`src/rtl/vga_sync_gen_if.sv`:
```
// vga_sync_gen_if: timing outputs of the VGA sync generator.
//   master : driven by vga_sync_gen
//   slave  : consumed by pixel pipelines / testbenches
// Signals:
//   pix_tick    first clk cycle of each new pixel position
//   hcount      horizontal position (10 bit)
//   vcount      vertical position (10 bit)
//   hsync       horizontal sync, active low
//   vsync       vertical sync, active low
//   video_on    current position is inside the visible area
//   line_start  pulse when hcount wraps to 0
//   frame_start pulse when (hcount, vcount) wrap to (0, 0)
//   frame_count completed frames, wrapping (8 bit)
interface vga_sync_gen_if;
  logic       pix_tick;
  logic [9:0] hcount;
  logic [9:0] vcount;
  logic       hsync;
  logic       vsync;
  logic       video_on;
  logic       line_start;
  logic       frame_start;
  logic [7:0] frame_count;

  modport master (
    output pix_tick, hcount, vcount, hsync, vsync, video_on,
           line_start, frame_start, frame_count
  );

  modport slave (
    input  pix_tick, hcount, vcount, hsync, vsync, video_on,
           line_start, frame_start, frame_count
  );
endinterface

```
`src/rtl/vga_sync_gen.sv`:
```
// vga_sync_gen: VGA horizontal/vertical timing generator.
// A clock divider produces one pixel advance every CLK_DIV clk cycles; the
// h/v counters step on that advance and all sync/blank/pulse outputs are
// registered decodes of the next counter values, so they line up exactly
// with the counters presented in the same cycle.
// Ports:
//   clk     system clock
//   reset_n asynchronous active-low reset (forces position (0,0) outputs)
//   vga     master modport of vga_sync_gen_if carrying all timing outputs
module vga_sync_gen #(
  parameter int unsigned H_ACTIVE = 640,
  parameter int unsigned H_FP     = 16,
  parameter int unsigned H_SYNC   = 96,
  parameter int unsigned H_BP     = 48,
  parameter int unsigned V_ACTIVE = 480,
  parameter int unsigned V_FP     = 10,
  parameter int unsigned V_SYNC   = 2,
  parameter int unsigned V_BP     = 33,
  parameter int unsigned CLK_DIV  = 2
) (
  input  logic              clk,
  input  logic              reset_n,
  vga_sync_gen_if.master    vga
);

  localparam int unsigned H_TOTAL = H_ACTIVE + H_FP + H_SYNC + H_BP;
  localparam int unsigned V_TOTAL = V_ACTIVE + V_FP + V_SYNC + V_BP;

  localparam logic [9:0]  H_LAST   = 10'(H_TOTAL - 1);
  localparam logic [9:0]  V_LAST   = 10'(V_TOTAL - 1);
  localparam logic [3:0]  DIV_LAST = 4'(CLK_DIV - 1);

  // One extra bit so a sync window ending exactly at 1024 still compares right.
  localparam logic [10:0] H_VIS    = 11'(H_ACTIVE);
  localparam logic [10:0] HS_START = 11'(H_ACTIVE + H_FP);
  localparam logic [10:0] HS_END   = 11'(H_ACTIVE + H_FP + H_SYNC);
  localparam logic [10:0] V_VIS    = 11'(V_ACTIVE);
  localparam logic [10:0] VS_START = 11'(V_ACTIVE + V_FP);
  localparam logic [10:0] VS_END   = 11'(V_ACTIVE + V_FP + V_SYNC);

  logic [3:0] div_q, div_d;
  logic [9:0] h_q, h_d;
  logic [9:0] v_q, v_d;
  logic [7:0] fc_q, fc_d;
  logic       tick_q, ls_q, fs_q;
  logic       hs_q, hs_d;
  logic       vs_q, vs_d;
  logic       von_q, von_d;
  logic       adv, h_wrap, v_wrap;

  always_comb begin
    adv    = (div_q == DIV_LAST);
    h_wrap = (h_q == H_LAST);
    v_wrap = (v_q == V_LAST);

    div_d  = adv ? '0 : div_q + 4'd1;
    h_d    = h_q;
    v_d    = v_q;
    fc_d   = fc_q;

    if (adv) begin
      if (h_wrap) begin
        h_d = '0;
        if (v_wrap) begin
          v_d  = '0;
          fc_d = fc_q + 8'd1;
        end else begin
          v_d = v_q + 10'd1;
        end
      end else begin
        h_d = h_q + 10'd1;
      end
    end

    // Decode the position being loaded this edge, not the current one,
    // so the registered decode has no skew against hcount/vcount.
    hs_d  = !(({1'b0, h_d} >= HS_START) && ({1'b0, h_d} < HS_END));
    vs_d  = !(({1'b0, v_d} >= VS_START) && ({1'b0, v_d} < VS_END));
    von_d = ({1'b0, h_d} < H_VIS) && ({1'b0, v_d} < V_VIS);
  end

  always_ff @(posedge clk or negedge reset_n) begin
    if (!reset_n) begin
      div_q  <= '0;
      h_q    <= '0;
      v_q    <= '0;
      fc_q   <= '0;
      tick_q <= 1'b0;
      ls_q   <= 1'b0;
      fs_q   <= 1'b0;
      // Decode of position (0,0): outside both sync windows, visible.
      hs_q   <= 1'b1;
      vs_q   <= 1'b1;
      von_q  <= 1'b1;
    end else begin
      div_q  <= div_d;
      h_q    <= h_d;
      v_q    <= v_d;
      fc_q   <= fc_d;
      tick_q <= adv;
      ls_q   <= adv & h_wrap;
      fs_q   <= adv & h_wrap & v_wrap;
      hs_q   <= hs_d;
      vs_q   <= vs_d;
      von_q  <= von_d;
    end
  end

  assign vga.pix_tick    = tick_q;
  assign vga.hcount      = h_q;
  assign vga.vcount      = v_q;
  assign vga.hsync       = hs_q;
  assign vga.vsync       = vs_q;
  assign vga.video_on    = von_q;
  assign vga.line_start  = ls_q;
  assign vga.frame_start = fs_q;
  assign vga.frame_count = fc_q;

endmodule

```
`src/flat_wrapper.sv`:
```
// flat-port wrapper written by rule: the top's interface ports become plain ports
module vga_sync_gen_flat 
#(
  parameter int unsigned H_ACTIVE = 640,
  parameter int unsigned H_FP     = 16,
  parameter int unsigned H_SYNC   = 96,
  parameter int unsigned H_BP     = 48,
  parameter int unsigned V_ACTIVE = 480,
  parameter int unsigned V_FP     = 10,
  parameter int unsigned V_SYNC   = 2,
  parameter int unsigned V_BP     = 33,
  parameter int unsigned CLK_DIV  = 2
)
  (clk, reset_n, vga_pix_tick, vga_hcount, vga_vcount, vga_hsync, vga_vsync, vga_video_on, vga_line_start, vga_frame_start, vga_frame_count);
  vga_sync_gen_if vga_i ();
  input  logic clk;
  input  logic reset_n;
  output wire logic [$bits(vga_i.pix_tick)-1:0] vga_pix_tick;
  output wire logic [$bits(vga_i.hcount)-1:0] vga_hcount;
  output wire logic [$bits(vga_i.vcount)-1:0] vga_vcount;
  output wire logic [$bits(vga_i.hsync)-1:0] vga_hsync;
  output wire logic [$bits(vga_i.vsync)-1:0] vga_vsync;
  output wire logic [$bits(vga_i.video_on)-1:0] vga_video_on;
  output wire logic [$bits(vga_i.line_start)-1:0] vga_line_start;
  output wire logic [$bits(vga_i.frame_start)-1:0] vga_frame_start;
  output wire logic [$bits(vga_i.frame_count)-1:0] vga_frame_count;
  assign vga_pix_tick = vga_i.pix_tick;
  assign vga_hcount = vga_i.hcount;
  assign vga_vcount = vga_i.vcount;
  assign vga_hsync = vga_i.hsync;
  assign vga_vsync = vga_i.vsync;
  assign vga_video_on = vga_i.video_on;
  assign vga_line_start = vga_i.line_start;
  assign vga_frame_start = vga_i.frame_start;
  assign vga_frame_count = vga_i.frame_count;
  vga_sync_gen #(.H_ACTIVE(H_ACTIVE), .H_FP(H_FP), .H_SYNC(H_SYNC), .H_BP(H_BP), .V_ACTIVE(V_ACTIVE), .V_FP(V_FP), .V_SYNC(V_SYNC), .V_BP(V_BP), .CLK_DIV(CLK_DIV)) u_core (.clk(clk), .reset_n(reset_n), .vga(vga_i));
endmodule
```
`config.mk`:
```
export PLATFORM = sky130hd
export DESIGN_NAME = vga_sync_gen_flat
export DESIGN_NICKNAME = d
export VERILOG_FILES = /design/src/rtl/vga_sync_gen_if.sv /design/src/rtl/vga_sync_gen.sv /design/src/flat_wrapper.sv
export SDC_FILE = /design/constraint.sdc
export NUM_CORES = 1
export LEC_CHECK = 0
export CAP_MARGIN = 20
export CELL_PAD_IN_SITES_DETAIL_PLACEMENT = 1
export CELL_PAD_IN_SITES_GLOBAL_PLACEMENT = 1
export CORE_MARGIN = 3
export CORE_UTILIZATION = 26
export CTS_CLUSTER_SIZE = 14
export DETAILED_ROUTE_END_ITERATION = 10
export PLACE_DENSITY_LB_ADDON = 0.1
export SLEW_MARGIN = 20
export SYNTH_ARGS = -nofsm -noshare
export SYNTH_HDL_FRONTEND = slang
export SYNTH_SLANG_ARGS = --single-unit
```
`constraint.sdc`:
```
create_clock -name clk -period 2.98 [get_ports clk]
set_clock_uncertainty 0.05 [all_clocks]
set_input_delay 0.596 -clock clk [delete_from_list [all_inputs] [get_ports clk]]
set_output_delay 0.596 -clock clk [all_outputs]
set_load 0.03 [all_outputs]
```
==> impl_metrics.ini, run 1 <==
[power_and_ir_drop]
p_leak_nw = 1.05
power-per-cell-area_nw_per_um2 = 432
ir_worst_vdd_mv = 0.255
power.total_w = 0.00106

[yosys]
yosysUniqueCellTypes = 46
yosysSeqAreaShare_pct = 51.0
synth_adder_area_share_pct = 2.67
yosys.area_share.simple_pct = 23.9
synth-compound-area-share_pct = 5.61
synth_top_family_by_area = simple AND/OR/NAND/NOR gates
synthCells = 178
yosys_most_used_dff = dfrtp_1
avgSynthCellArea_um2 = 10.5
synth_nets = 184
yosys_warnings = 0
synth_edf_count = 0
synth.mux.area_fraction_pct = 1.74
ys_ff_latch = 38
synth-xor-area-share_pct = 10.8
synthArstFlopShare_pct = 100
syn_area_um2 = 1870

[route]
drc_errors = 0
dr.pass1.iters = 4
routed_wl_um = 4790
drtIter0Drc = 38
ant_nets = 0
wl_per_cell_um = 15.3
num_vias = 1440
via_per_inst = 4.60

[cts]
cts_made_buffers = 5
cts_tree = yes
root_buffer = clkbuf_8
cts.sinks = 38
post_cts_buffers = 0
cts.clk_slew.worst_paths_ps = 80
htree_levels = 2
insertion_delay_ps = 290
cts_hold_buffers = 0
cts_resized = 0
ctsLongestPathBuffers = 2

[die]
die_area_um2 = 8250
io_pins = 36
rows = 30
dieHeight_um = 90.9
start_util_pct = 27.2
core_area_um2 = 6870
die_x_um = 90.9

[critical_path]
critPathRequiredTime_ps = 3140
worstPathArrival_ps = 2990
critPathMaxFanout = 13
crit_type = reg2reg
crit_path_start_kind = flop
endpoint_kind = flop

[global_routing]
overflow = 0
grt_max_degree = 39
antenna_found_initial = 0
grt_pass1_wl_um = 8200
grt_pass1_vias = 1617
grt_use_total_pct = 12.5

[place]
dp_hpwl_um = 3500
place.gp.congestion = 0.763
io_buffers = 35

[timing]
hold_viol = 0
setup_viol = 0
rsz0062_at_grt = no
slew_headroom_pct = 42.0
worst_pin_slew_ps = 871
min_period_over_period_pct = 94.9
slew_viol_final = 0
fin_tns_setup_ps = 0
max_freq_mhz = 353
period_needed_ps = 2830

[min_path]
worst_hold_path_type = in2async

[finish]
area_delta_synth_final_pct = 30.6
final_layout_size_suffix_gt1_share_pct = 11.5
finish.utilization_pct = 35.6
antenna_cells = 0
fillers = 791
final_net_count = 222

[status]
status = finished clean

[flow_run]
cap_viol_max_count = 0
==> cells by family (layout without fill, tap and decap cells) <==
logic type / after synthesis / in the layout
buffers and inverters: 16 / 55
XOR/XNOR: 23 / 23
AO/OA/AOI/OAI: 16 / 16
AND/OR/NAND/NOR: 78 / 78
multiplexers: 3 / 3
flip-flops: 38 / 38
adder cells (fa/ha/maj): 4 / 4
==> area by class of cell <==
cell class | count | area (µm²) | share of cell area [%]
Clock buffer | 5 | 68.8 | 2.81
Clock inverter | 3 | 68.8 | 2.81
Timing Repair Buffer | 35 | 345 | 14.1
Inverter | 12 | 51.3 | 2.10
Tap cell | 96 | 120 | 4.91
Sequential cell | 38 | 955 | 39.0
Multi-Input combinational cell | 124 | 836 | 34.2
==> path summary, 6_finish.rpt <==
check	start	to	slack (ps)	cells past startpoint
hold / removal	reset_n	u_core.vga.vcount[8]	350	1
setup / recovery	u_core.div_q[1]	u_core.vga.vsync	150	7
hold reg to reg	u_core.vga.frame_count[7]	u_core.vga.frame_count[7]	430	1
max in group asynchronous	reset_n	u_core.vga.hcount[0]	1970	1
setup reg to reg	u_core.div_q[1]	u_core.vga.vsync	150	7
min in group clk	u_core.vga.frame_count[7]	u_core.vga.frame_count[7]	430	1
==> per-layer routing <==
layer	vias up	wire (µm)	GRT usage [%]
li1	684	-	-
met1	715	2240	15.3
met2	31	2250	20.9
met3	10	174	3.25
met4	0	119	5.15
met5	-	0	0
==> cells in the mapped netlist (2+ instances only) <==
library cell   n  area share (%)
xnor2_1       14             6.6
or4b_1         2             1.1
ha_1           4             2.7
and3b_1        2            0.94
dfstp_2        3             4.2
nand3_1       13             3.5
o21ai_0        4             1.1
a21oi_1        4             1.1
nand2_2        2            0.67
nand4_1        5             1.7
dfrtp_1       35              47
clkbuf_1       2            0.40
nand2_1       18             3.6
buf_6          2             1.2
nor3_1         5             1.3
and3_1         3             1.0
nor2_1        12             2.4
mux2_2         2             1.2
nor4_1         2            0.67
inv_1         10             2.0
xor2_1         9             4.2
==> layout by cell type, fill, tap and decap left out, drive strengths merged, types with 3 or more instances in the layout <==
cell type       n
ha              4
nor4            3
dfstp           3
a21oi           4
xnor2          14
nand4           6
nand2          20
dfrtp          35
o21ai           4
clkdlybuf4s50  34
nor2           13
xor2            9
inv            10
nor3            6
nand3          13
clkbuf          5
clkinv          3
and3            3
==> stage by stage <==
stage | setup WS [ps] | std cells | hold slack (ps) | cell area (µm²)
final | 151 | 313 | 351 | 2440
after global routing | 24.3 | 313 | 436 | 2440
after CTS | 131 | 313 | 397 | 2440
after detailed placement | 142 | 305 | 426 | 2310
after global placement | 280 | 305 | 411 | 2310
after floorplan | 579 | 178 | 250 | 1870
==> where the power goes <==
group	switching, W	leakage (nW)	total [W]	internal, W
clock network	0.000196	0.0683	0.000532	0.000336
registers	0	0.507	0.000515	0.000515
logic	0.00000988	0.475	0.0000104	0.000000474
total	0.000206	1.05	0.00106	0.000851
==> flip-flops by register name, summed over array words and instances (netlist names) <==
register	flops
u_core.div_q	4
u_core.vga.frame_count	8
u_core.vga.frame_start	1
u_core.vga.hcount	10
u_core.vga.hsync	1
u_core.vga.line_start	1
u_core.vga.pix_tick	1
u_core.vga.vcount	10
u_core.vga.video_on	1
u_core.vga.vsync	1
==> critical path, stage by stage (launching register included) <==
cell and delay [ps]:
dfrtp_1 420, or4b_1 710, clkinv_4 150, nand4_4 240, nor4_1 390, xnor2_1 160
nor2_1 90, or4b_1 550
Note: power is estimated with default switching activity, not from simulation.
==> inputs of run 2 (changes only) <==
--- a/config.mk
+++ b/config.mk
@@ -13,6 +13,7 @@
 export CTS_CLUSTER_SIZE = 14
 export DETAILED_ROUTE_END_ITERATION = 10
 export PLACE_DENSITY_LB_ADDON = 0.1
+export SKIP_LAST_GASP = 1
 export SLEW_MARGIN = 20
 export SYNTH_ARGS = -nofsm -noshare
 export SYNTH_HDL_FRONTEND = slang
==> results of run 2 <==
No change in the layout: final DEF, timing and power equal those of run 1.
==> inputs of run 3 (changes only) <==
--- a/config.mk
+++ b/config.mk
@@ -5,6 +5,7 @@
 export SDC_FILE = /design/constraint.sdc
 export NUM_CORES = 1
 export LEC_CHECK = 0
+export ABC_CLOCK_PERIOD_IN_PS = 2980
 export CAP_MARGIN = 20
 export CELL_PAD_IN_SITES_DETAIL_PLACEMENT = 1
 export CELL_PAD_IN_SITES_GLOBAL_PLACEMENT = 1
==> results of run 3 <==
No change in the layout: final DEF, timing and power equal those of run 1.
